===== src/rtl/regbank_write_arbiter_pkg.sv =====
// Shared types and constants for the two-requester register-bank write arbiter.
package regbank_write_arbiter_pkg;

  localparam int unsigned DW_DEF = 4;
  localparam int unsigned AW_DEF = 2;

  localparam int unsigned REQ0 = 0;
  localparam int unsigned REQ1 = 1;

  typedef enum logic [1:0] {
    IDLE  = 2'd0,
    GRANT = 2'd1,
    WRITE = 2'd2
  } state_t;

  // Requester index to one-hot handshake vector.
  function automatic logic [1:0] onehot2(input logic idx);
    return idx ? 2'b10 : 2'b01;
  endfunction

endpackage


===== src/rtl/regbank_write_arbiter_reg_bank4.sv =====
// 2**AW x DW register array: one synchronous write port, one combinational read mux.
module reg_bank4
  import regbank_write_arbiter_pkg::*;
#(
  parameter int unsigned DW = DW_DEF,
  parameter int unsigned AW = AW_DEF
) (
  input  logic          clk,
  input  logic          rst_n,
  input  logic          we,
  input  logic [AW-1:0] waddr,
  input  logic [DW-1:0] wdata,
  input  logic [AW-1:0] rd_sel,
  output logic [DW-1:0] rd_data
);

  localparam int unsigned DEPTH = 1 << AW;

  logic [DW-1:0] r_mem [DEPTH];

  always_ff @(posedge clk or negedge rst_n) begin
    if (!rst_n) begin
      for (int i = 0; i < DEPTH; i++) r_mem[i] <= '0;
    end else if (we) begin
      r_mem[waddr] <= wdata;
    end
  end

  // Reads during a write return the pre-write contents.
  assign rd_data = r_mem[rd_sel];

endmodule


===== src/rtl/regbank_write_arbiter.sv =====
// Round-robin req/gnt/done arbiter sharing the write port of a small register bank.
module regbank_write_arbiter
  import regbank_write_arbiter_pkg::*;
#(
  parameter int unsigned DW = DW_DEF,
  parameter int unsigned AW = AW_DEF
) (
  input  logic          clk,
  input  logic          rst_n,
  input  logic [1:0]    req,
  input  logic [AW-1:0] wr_addr0,
  input  logic [DW-1:0] wr_data0,
  input  logic [AW-1:0] wr_addr1,
  input  logic [DW-1:0] wr_data1,
  output logic [1:0]    gnt,
  output logic [1:0]    done,
  output logic          busy,
  input  logic [AW-1:0] rd_sel,
  output logic [DW-1:0] rd_data
);

  state_t        r_state;
  logic          r_ptr;
  logic          r_win;
  logic [1:0]    r_gnt;
  logic [1:0]    r_done;
  logic          r_busy;
  logic [AW-1:0] r_cap_addr;
  logic [DW-1:0] r_cap_data;

  logic          w_any;
  logic          w_pick;
  logic          w_we;
  logic [AW-1:0] w_addr_win;
  logic [DW-1:0] w_data_win;

  // Single requester wins outright; a tie goes to the pointer.
  assign w_any      = req[REQ0] | req[REQ1];
  assign w_pick     = (req[REQ0] & req[REQ1]) ? r_ptr : req[REQ1];
  assign w_addr_win = r_win ? wr_addr1 : wr_addr0;
  assign w_data_win = r_win ? wr_data1 : wr_data0;
  assign w_we       = (r_state == WRITE);

  always_ff @(posedge clk or negedge rst_n) begin
    if (!rst_n) begin
      r_state    <= IDLE;
      r_ptr      <= 1'b0;
      r_win      <= 1'b0;
      r_gnt      <= '0;
      r_done     <= '0;
      r_busy     <= 1'b0;
      r_cap_addr <= '0;
      r_cap_data <= '0;
    end else begin
      case (r_state)
        IDLE: begin
          if (w_any) begin
            r_win   <= w_pick;
            r_gnt   <= onehot2(w_pick);
            r_busy  <= 1'b1;
            r_state <= GRANT;
          end
        end
        GRANT: begin
          r_gnt <= '0;
          // Winner dropping req in its grant cycle aborts with no write.
          if (req[r_win]) begin
            r_cap_addr <= w_addr_win;
            r_cap_data <= w_data_win;
            r_done     <= onehot2(r_win);
            r_state    <= WRITE;
          end else begin
            r_busy  <= 1'b0;
            r_state <= IDLE;
          end
        end
        WRITE: begin
          r_done  <= '0;
          r_ptr   <= ~r_win;
          r_busy  <= 1'b0;
          r_state <= IDLE;
        end
        default: begin
          r_gnt   <= '0;
          r_done  <= '0;
          r_busy  <= 1'b0;
          r_state <= IDLE;
        end
      endcase
    end
  end

  assign gnt  = r_gnt;
  assign done = r_done;
  assign busy = r_busy;

  reg_bank4 #(
    .DW(DW),
    .AW(AW)
  ) u_bank (
    .clk    (clk),
    .rst_n  (rst_n),
    .we     (w_we),
    .waddr  (r_cap_addr),
    .wdata  (r_cap_data),
    .rd_sel (rd_sel),
    .rd_data(rd_data)
  );

endmodule

===== config.mk =====
export PLATFORM = sky130hd
export DESIGN_NAME = regbank_write_arbiter
export DESIGN_NICKNAME = d
export VERILOG_FILES = /design/src/rtl/regbank_write_arbiter_pkg.sv /design/src/rtl/regbank_write_arbiter_reg_bank4.sv /design/src/rtl/regbank_write_arbiter.sv
export SDC_FILE = /design/constraint.sdc
export NUM_CORES = 1
export LEC_CHECK = 0
export CAP_MARGIN = 20
export CELL_PAD_IN_SITES_DETAIL_PLACEMENT = 2
export CELL_PAD_IN_SITES_GLOBAL_PLACEMENT = 2
export CORE_ASPECT_RATIO = 0.9
export CORE_MARGIN = 3
export CORE_UTILIZATION = 31
export DETAILED_ROUTE_END_ITERATION = 6
export HOLD_SLACK_MARGIN = 0.12
export PLACE_DENSITY = 0.81
export SETUP_SLACK_MARGIN = 0.5
export SLEW_MARGIN = 20
export SYNTH_ARGS = -nofsm -noshare
export SYNTH_HDL_FRONTEND = slang
export SYNTH_SLANG_ARGS = --single-unit

===== constraint.sdc =====
create_clock -name clk -period 1.5 [get_ports clk]
set_input_delay 0.45 -clock clk [delete_from_list [all_inputs] [get_ports clk]]
set_output_delay 0.45 -clock clk [all_outputs]
set_load 0.01 [all_outputs]

==> results of run 1 <==
-- kinds of logic (layout without fill, tap and decap cells) --
| logic type | Yosys count | count (layout) |
|---|---|---|
| buf+inv | 5 | 76 |
| flops | 31 | 31 |
| mux | 33 | 33 |
| compound gates | 14 | 14 |
| simple gates | 15 | 15 |
-- area by class of cell --
class,count,area (um^2),area share
inverters,2,7.507,0.003155
multi-input cells,62,792.0,0.3328
repair buffers,66,628.1,0.2639
clock buffers,8,100.1,0.04206
flip-flops and latches,31,777.0,0.3265
well taps,60,75.07,0.03155
-- registers in the layout, indices dropped and copies added, names as in the netlist --
| register | count |
|---|---|
| r_state | 2 |
| busy | 1 |
| r_win | 1 |
| done | 2 |
| u_bank.r_mem | 16 |
| gnt | 2 |
| r_ptr | 1 |
| r_cap_addr | 2 |
| r_cap_data | 4 |
-- power by group through the flow --
| stage | Sequential, uW | Clock [uW] | Combinational, uW |
|---|---|---|---|
| floorplan | 1510 | 0 | 1080 |
| global placement | 1570 | 0 | 1610 |
| detailed placement | 1620 | 0 | 1730 |
| CTS | 1610 | 750 | 2230 |
| global route | 1750 | 823 | 2940 |
| finish | 1710 | 758 | 2770 |
-- Yosys cell counts, drive strengths merged --
cell type	count
a21boi	1
a21o	1
a21oi	4
a22oi	1
a2bb2oi	1
a31oi	1
buf	2
clkbuf	1
dfrtp	31
inv	2
mux2	28
mux2i	1
mux4	4
nand2	4
nand2b	1
nand3b	1
nand4b	1
nor2	3
nor2b	1
nor3	1
nor3b	3
o21ai	4
o22a	1
-- worst max-delay path by stage --
| stage | start | to | slack (ns) | depth (start not counted) |
|---|---|---|---|---|
| 6_report | u_bank.r_mem[0] | rd_data[0] | -0.29 | 2 |
| 4_1_cts | u_bank.r_mem[1] | rd_data[1] | -0.26 | 2 |
| 3_5_place_dp | rd_sel[0] | rd_data[0] | -1.12 | 3 |
| 5_1_grt | u_bank.r_mem[11] | rd_data[3] | -0.32 | 2 |
| 2_1_floorplan | rd_sel[0] | rd_data[0] | 0.09 | 1 |
| 3_3_place_gp | rd_sel[0] | rd_data[2] | -1.07 | 3 |
-- per-stage QoR --
step | hold WS, ns | utilization | cell area (um^2)
6_report | 0.5174 | 0.5614 | 2380
5_1_grt | 0.5383 | 0.5614 | 2380
4_1_cts | 0.5182 | 0.5221 | 2213
3_5_place_dp | 0.4959 | 0.4454 | 1888
3_3_place_gp | 0.4864 | 0.4454 | 1888
2_1_floorplan | 0.1544 | - | 1479
-- metal layers --
| metal | track usage | up-vias | share of wire |
|---|---|---|---|
| met5 | 0 | - | 0 |
| met4 | 0.1047 | 0 | 0.034 |
| met3 | 0.04381 | 14 | 0.032 |
| met2 | 0.3557 | 31 | 0.52 |
| met1 | 0.2258 | 586 | 0.41 |
| li1 | - | 501 | - |
-- what timing repair did --
action,4_1_cts,5_1_grt
pin swaps,12,7
setup endpoints to repair,39,40
resized for setup,79,20
setup buffers,19,10
endpoints found under the hold margin,0,0
==> results by group, run 1 <==
Run status
  • Outcome: complete, but fails checks
  • Failing checks: negative setup slack

Synth
  • Top cells by area, synth: dfrtp_1, mux2_2, mux4_2
  • Multiplexer share of the synthesized area: 0.2935
  • Synth unique cells: 24
  • Post-synth top area cell: dfrtp_1
  • Register bit count reported by yosys: 31
  • Post-synthesis sequential area ratio: 0.5482
  • Xor-xnor portion of the synthesized cell area: 0
  • Fraction of the mapped netlist area in simple logic gates: 0.08223
  • Syn Std Cell Area: 1415 um^2
  • Syn_area_per_cell: 14.44 um^2
  • Post-synthesis cell count: 98
  • Largest family of logic cells by synthesized area: multiplexers
  • Synth Area in Compound Gates: 0.06101
  • Synth Area in Adders: 0
  • Ys Warns: 0
  • Syn nets: 116
  • Area share of the largest cell type after synthesis: 0.5482

GRT
  • GRT Util Overall: 0.2012
  • GRT Residual Overflow: 0
  • Vias in the first global route: 1290
  • First-pass GRT wire length: 7810 um
  • Largest net degree at the start of global routing: 32
  • Initial antenna violation count: 0

Timing
  • Setup ws final: -0.2918 ns
  • Relative slew margins: 0.7592
  • Slew Viols, Final: 0
  • Max frequency: 0.5581 GHz
  • Final setup fails: 10
  • Final Hold Viols: 0
  • Slew @ Worst Pin: 0.3612 ns
  • Unrepaired setup endpoints after global routing: true
  • Setup Skew: 0.006845 ns
  • Setup TNS: -1.193 ns
  • Final period util: 1.195
  • Tmin final: 1.792 ns

Worst setup path
  • Crit. End Element: primary output
  • CP Cell Sequence: mux4_2 > buf_6
  • Worst path top cell family by delay: multiplexers
  • Slowest CP cell: mux4_2
  • CP required: 1.05 ns
  • Flop-to-flop setup slack: -0.02 ns
  • CP max FO: 2
  • Worst R2R Start: r_win
  • Crit-path max cell delay: 0.51 ns
  • Setup CP Type: reg2out
  • RR Endpoint: r_cap_addr[1]
  • Reg2reg path depth: 4
  • Worst setup SP type: register
  • WP buf/inv: 1
  • Crit path arrival time: 1.34 ns

Routing
  • Antenna Nets Post-Route: 0
  • Routed Wire Length: 5516 um
  • Post-DR wirelength/cell: 24.09 um
  • DRT Pass-1 Iters: 4
  • Via count: 1132
  • Via density: 4.943
  • DRC: 0
  • Initial detailed-routing violation count: 43

Min path
  • Hold crit path type: reg2reg
  • Cell depth of the worst hold path: 1
  • Worst hold start: u_bank.r_mem[2]
  • Worst Hold End: u_bank.r_mem[2]

Finish
  • Fin cells: 229
  • Commonest non-fill, non-tap cell in the layout: dfrtp_1
  • # diodes: 0
  • Filler cells: 403
  • Syn-to-layout area delta: 68.17%
  • Layout cells sized above 1: 0.6391
  • Commonest cells after routing, fill and taps aside: dfrtp_1, buf_6, buf_4, mux2_4, clkdlybuf4s50_1
  • Final #Nets: 186

Clock network
  • Hold buffers post-CTS: 0
  • H-tree Lvls: 2
  • Clock slew at reported path FFs: 0.07 ns
  • Maximum buffer depth of the clock tree: 2
  • CTS buffer count: 5
  • Sink Count: 31
  • CTS tree: built
  • Clock root cell: clkbuf_8
  • Clk_lat worst skew: 0.29 ns

Die
  • Die Y: 70.10 um
  • Die width: 77.22 um
  • Die Area: 5413 um^2
  • # rows: 22
  • # IOs: 27
  • Core ar.: 4239 um^2
  • Initial Util: 0.3338

Power
  • Psw: 1845 uW
  • Clock share of power: 0.145
  • Gate power share: 0.530
  • P_int: 3392 uW
  • IR drop worst, VDD: 0.001100 V
  • Power Dens Cells: 2201 nW/um^2
  • Design Power: 5237 uW
  • Sequential share of power: 0.326
  • P_leak: 0.001083 uW
  • Sw frac: 0.3523

Placement
  • Buffers on Ports: 26
  • Placed cells: 192
  • Placed wire-length estimate: 2750 um
  • Pre-CTS setup slack: -1.125 ns
  • Gp weighted congestion: 0.7801

Run
  • Max-cap viol count: 0
Power figures use the tool's default switching activity.
==> run 2: changes to the inputs <==
GPL_ROUTABILITY_DRIVEN = 0   (was not set)
==> results of run 2 <==
The final DEF is identical to that of run 1; final timing and power are the same.
